**src/rtl/pipe_stage_reg.sv**
```systemverilog
// Generic pipeline stage register for the MIPS datapath.
// Two-entry skid buffer (Main = head, Skid = overflow) behind a valid/ready
// handshake, so InReady comes straight from the state register. Flush squashes
// the stage in one edge. A saturating counter records cycles in which the
// stage held a live entry that downstream refused.
module pipe_stage_reg #(
  parameter int unsigned      WIDTH          = 32,
  parameter logic [WIDTH-1:0] RESET_VALUE    = '0,
  parameter bit               CLEAR_ON_FLUSH = 1'b1,
  parameter int unsigned      CNT_W          = 16
) (
  input  logic             Clk,
  input  logic             Rst,
  input  logic             Flush,
  input  logic             InValid,
  output logic             InReady,
  input  logic [WIDTH-1:0] DataIn,
  output logic             OutValid,
  input  logic             OutReady,
  output logic [WIDTH-1:0] OutData,
  output logic [CNT_W-1:0] StallCount
);

  // EMPTY: no entry; BUSY: Main live; FULL: Main and Skid live.
  // 2'b11 is unreachable and is steered back to EMPTY.
  typedef enum logic [1:0] {
    EMPTY   = 2'b00,
    BUSY    = 2'b01,
    FULL    = 2'b10,
    ILLEGAL = 2'b11
  } stageState_t;

  stageState_t      state;
  stageState_t      stateNext;
  logic [WIDTH-1:0] mainReg;
  logic [WIDTH-1:0] skidReg;
  logic [WIDTH-1:0] mainNext;
  logic [WIDTH-1:0] skidNext;
  logic             inFire;
  logic             outFire;
  logic             stallEvent;

  // Increment that sticks at the all-ones value instead of wrapping.
  function automatic logic [CNT_W-1:0] satInc(input logic [CNT_W-1:0] value);
    if (&value) begin
      return value;
    end
    return value + CNT_W'(1);
  endfunction

  assign InReady    = (state != FULL);
  assign OutValid   = (state != EMPTY);
  assign OutData    = mainReg;
  assign inFire     = InValid & InReady;
  assign outFire    = OutValid & OutReady;
  assign stallEvent = OutValid & ~OutReady;

  // Next-state and data-load decisions; Flush overrides every handshake.
  always_comb begin
    stateNext = state;
    mainNext  = mainReg;
    skidNext  = skidReg;
    if (Flush) begin
      // Any transfer in this cycle is dropped; upstream still sees it consumed.
      stateNext = EMPTY;
      if (CLEAR_ON_FLUSH) begin
        mainNext = RESET_VALUE;
        skidNext = RESET_VALUE;
      end
    end else begin
      case (state)
        EMPTY: begin
          if (inFire) begin
            mainNext  = DataIn;
            stateNext = BUSY;
          end
        end
        BUSY: begin
          if (inFire && outFire) begin
            mainNext = DataIn;
          end else if (inFire) begin
            // Downstream stalled: park the new word behind the head.
            skidNext  = DataIn;
            stateNext = FULL;
          end else if (outFire) begin
            stateNext = EMPTY;
          end
        end
        FULL: begin
          // InReady is low here, so only the drain side can move.
          if (outFire) begin
            mainNext  = skidReg;
            stateNext = BUSY;
          end
        end
        default: begin
          stateNext = EMPTY;
        end
      endcase
    end
  end

  // State register; reset drops every entry.
  always_ff @(posedge Clk or negedge Rst) begin
    if (!Rst) begin
      state <= EMPTY;
    end else begin
      state <= stateNext;
    end
  end

  // Payload registers: head and overflow slot.
  always_ff @(posedge Clk or negedge Rst) begin
    if (!Rst) begin
      mainReg <= RESET_VALUE;
      skidReg <= RESET_VALUE;
    end else begin
      mainReg <= mainNext;
      skidReg <= skidNext;
    end
  end

  // Stall monitor; counts through flush cycles and clears only on reset.
  always_ff @(posedge Clk or negedge Rst) begin
    if (!Rst) begin
      StallCount <= '0;
    end else if (stallEvent) begin
      StallCount <= satInc(StallCount);
    end
  end

endmodule

```
**config.mk**
```make
export PLATFORM = sky130hd
export DESIGN_NAME = pipe_stage_reg
export DESIGN_NICKNAME = d
export VERILOG_FILES = /design/src/rtl/pipe_stage_reg.sv
export SDC_FILE = /design/constraint.sdc
export NUM_CORES = 1
export LEC_CHECK = 0
export ABC_AREA = 0
export CAP_MARGIN = 10
export CORE_UTILIZATION = 50
export DETAILED_ROUTE_END_ITERATION = 10
export GPL_TIMING_DRIVEN = 0
export PLACE_DENSITY = 0.8
export SLEW_MARGIN = 0
export SYNTH_ARGS = -nofsm -noshare
export SYNTH_HDL_FRONTEND = slang
export SYNTH_SLANG_ARGS = --single-unit
```
**constraint.sdc**
```tcl
create_clock -name Clk -period 2.4 [get_ports Clk]
set_input_delay 0.24 -clock Clk [delete_from_list [all_inputs] [get_ports Clk]]
set_output_delay 0.24 -clock Clk [all_outputs]
set_load 0.01 [all_outputs]
```
==> impl_metrics.py, run 1 <==
metrics = {
    "placed_design": {
        "io_buffers": 85,
        "hpwl_mm": 6.417,
        "place_inst": 555,
        "gp_routability_congestion": 0.7852,
    },
    "logic_synthesis": {
        "yosysTopAreaCell": "dfrtp_1",
        "ys_seq_elements": 82,
        "synthCells": 370,
        "syn_area_per_cell_um2": 10.30,
        "synth_edf_count": 0,
        "synth_area_um2": 3810,
        "synthTopCellsByArea": "dfrtp_1 (54%), nand2_1 (10%), mux2i_1 (8.4%)",
        "ys_seq_area_share_pct": 53.86,
        "yosysMostFrequentCell": "nand2_1",
        "ys.flop_type": "dfrtp_1",
        "syn_nets": 408,
        "yosys-top-cells-count": "nand2_1 (102), dfrtp_1 (82), a21oi_1 (36)",
        "async_reset_ff_share_pct": 100.0,
        "synthDistinctLibCells": 35,
        "synth_top_area_share_pct": 53.86,
        "yosys_warnings": 0,
    },
    "timing": {
        "fmax_ghz": 0.4363,
        "finalCritPeriodShare_pct": 95.50,
        "whs_ps": 210.9,
        "rsz0062_at_grt": "no",
        "finalCriticalPeriod_ps": 2292,
        "final.setup.tns_ps": 0,
        "relSlewSlack_pct": 57.64,
        "finClkSkew_ps": 7.539,
        "setup_viol": 0,
        "maxSlewViolCount": 0,
        "worst_pin_slew_ps": 635.4,
        "finalHoldViolations": 0,
    },
    "floorplan": {
        "fp-row-count": 31,
        "dieHeight_um": 89.29,
        "initial_utilization_pct": 52.25,
        "core_area_um2": 7292,
        "dieArea_um2": 7973,
        "io_pins": 87,
        "die_width_um": 89.29,
    },
    "worst_setup_path": {
        "worstPathRequired_ps": 2160,
        "critical_path.max_fanout": 10,
        "end_kind": "output pin",
        "crit_path_start_kind": "register",
        "r2r.worst_path.cells": 4,
        "critPathKind": "register to output pin",
        "cp.arrival_ps": 2050,
    },
    "route": {
        "vias": 3100,
        "drc": 0,
        "routedWlPerCell_um": 15.48,
        "ant_nets": 0,
        "drt_pass1_iterations": 4,
        "vias_per_cell": 5.420,
        "drt_iter0_drc": 165,
        "wl_mm": 8.854,
    },
    "layout": {
        "instances_no_fill": 572,
        "fillers": 565,
        "multi_input_area_um2": 1597,
        "regArea_um2": 2052,
        "n_antenna_cell": 0,
        "area_growth_pct": 32.45,
        "drive_above_1_share_pct": 9.091,
        "finalNetCount": 506,
    },
    "clocking": {
        "clockBufferDepth": 2,
        "clkLatencyLatePin_ps": 340,
        "postCtsResizedCells": 0,
        "ctsHtreeMaxLevel": 3,
        "cts_tree": "done",
        "clk_pin_slew_ps": 80,
        "cts_sinks": 82,
        "cts_root_buffer": "clkbuf_8",
        "cts_made_buffers": 9,
    },
    "grt": {
        "grt_pass1_vias": 2952,
        "overflow": 0,
        "antenna_found_initial": 0,
        "grt_pass1_wl_mm": 14.53,
        "track_usage_pct": 24.01,
        "grt_max_degree": 55,
    },
    "hold_path": {
        "min_path_cells": 3,
        "hp-class": "primary input to register",
    },
    "run": {
        "max_cap_violations": 0,
    },
    "power_and_ir_drop": {
        "ir_drop_mv": 0.3503,
        "powerDensity_nw_per_um2": 649.7,
        "p_leak_nw": 2.022,
    },
    "status": {
        "outcome": "finished clean",
    },
}
[critical path, cell delays in order, from the launching register on]
cell and delay [ps]:
dfrtp_1 460, nor2b_1 150, buf_2 200, buf_2 330, inv_1 80, clkdlybuf4s50_1 480
[layout make-up]
class,instances,share of cell area [%]
flip-flops and latches,82,40.66
clock buffers,10,2.727
multi-input cells,261,31.64
plain buffers,24,2.975
inverters,3,0.2232
clock inverters,6,1.760
repair buffers,87,17.56
well taps,99,2.455
[state kept, by name, summed over array words and instances (netlist names)]
| signal | count |
|---|---|
| skidReg | 32 |
| OutData | 32 |
| StallCount | 16 |
| state | 2 |
[final timing paths]
path | from | to | slack (ps)
worst max-delay path | state[1] | InReady | 110
worst min-delay path | OutReady | state[1] | 210
worst max register to register | StallCount[0] | StallCount[1] | 450
worst min register to register | OutData[28] | OutData[28] | 480
max in group asynchronous | Rst | OutData[22] | 1450
min in group asynchronous | Rst | skidReg[19] | 370
[where the power goes]
group | internal [mW] | switching (mW)
Combinational | 0.323 | 0.275
Sequential | 1.48 | 0.0925
Clock | 0.616 | 0.491
Total | 2.42 | 0.858
[cells by family (layout without fill, tap and decap cells)]
kind of cell / Yosys count / count (layout) / synth area share (%)
buffers and inverters: 27 / 130 / 4.237
DFF: 82 / 82 / 53.86
muxes: 37 / 37 / 9.983
AOI/OAI and AO/OA: 78 / 78 / 13.66
adders and majority gates: 1 / 1 / 0.3284
and+or+nand+nor: 135 / 135 / 15.63
xor gates and xnor gates: 10 / 10 / 2.299
[stage by stage]
step                      power [mW]  setup slack, ps  utilization [%]  cell area [µm²]
final                          3.279            108.1            69.20             5046
after floorplan                1.852            625.6                -             3810
after detailed placement       2.204            290.2            65.96             4810
after CTS                      3.305            83.63            69.20             5046
after global placement         2.176            -1825            65.61             4785
after global routing           3.441            8.156            69.20             5046
[repair_timing]
action,4_1_cts,5_1_grt
hold buffers,1,0
endpoints found under the hold margin,28,0
setup endpoints to repair,0,0
buffers inserted,0,0
[cell usage in the layout (no fill, tap or decap), types with 2 or more instances in the layout]
cell type,instances
mux2i_1,32
nand2_1,102
clkinvlp_4,2
a21oi_1,36
clkbuf_8,10
nand4_1,8
xnor2_1,9
and4_1,4
dfrtp_1,82
clkbuf_1,11
nand3_1,4
buf_2,6
and3_1,2
nor2_1,5
nand2b_1,3
bufinv_16,2
buf_6,7
a31oi_1,3
inv_1,3
clkdlybuf4s50_1,84
mux2_2,4
o31ai_1,32
[metal layers]
metal / GRT usage (%) / wire [µm] / vias up / share of wire, %
met2: 40.32 / 4422 / 67 / 50
met3: 4.617 / 330 / 7 / 3.7
met4: 4.906 / 60 / 0 / 0.68
li1: - / - / 1487 / -
met5: 0 / 0 / - / 0
met1: 32.67 / 4041 / 1539 / 46
Note: power is estimated with default switching activity, not from simulation.
==> run 2: changes to the inputs <==
GPL_ROUTABILITY_DRIVEN = 0   (was default)
==> results of run 2 <==
Same layout as run 1: the final DEF is identical, and so are final timing and power.
==> run 3: changes to the inputs <==
CTS_CLUSTER_SIZE = 14   (was default)
==> results of run 3 <==
Same layout as run 1: the final DEF is identical, and so are final timing and power.
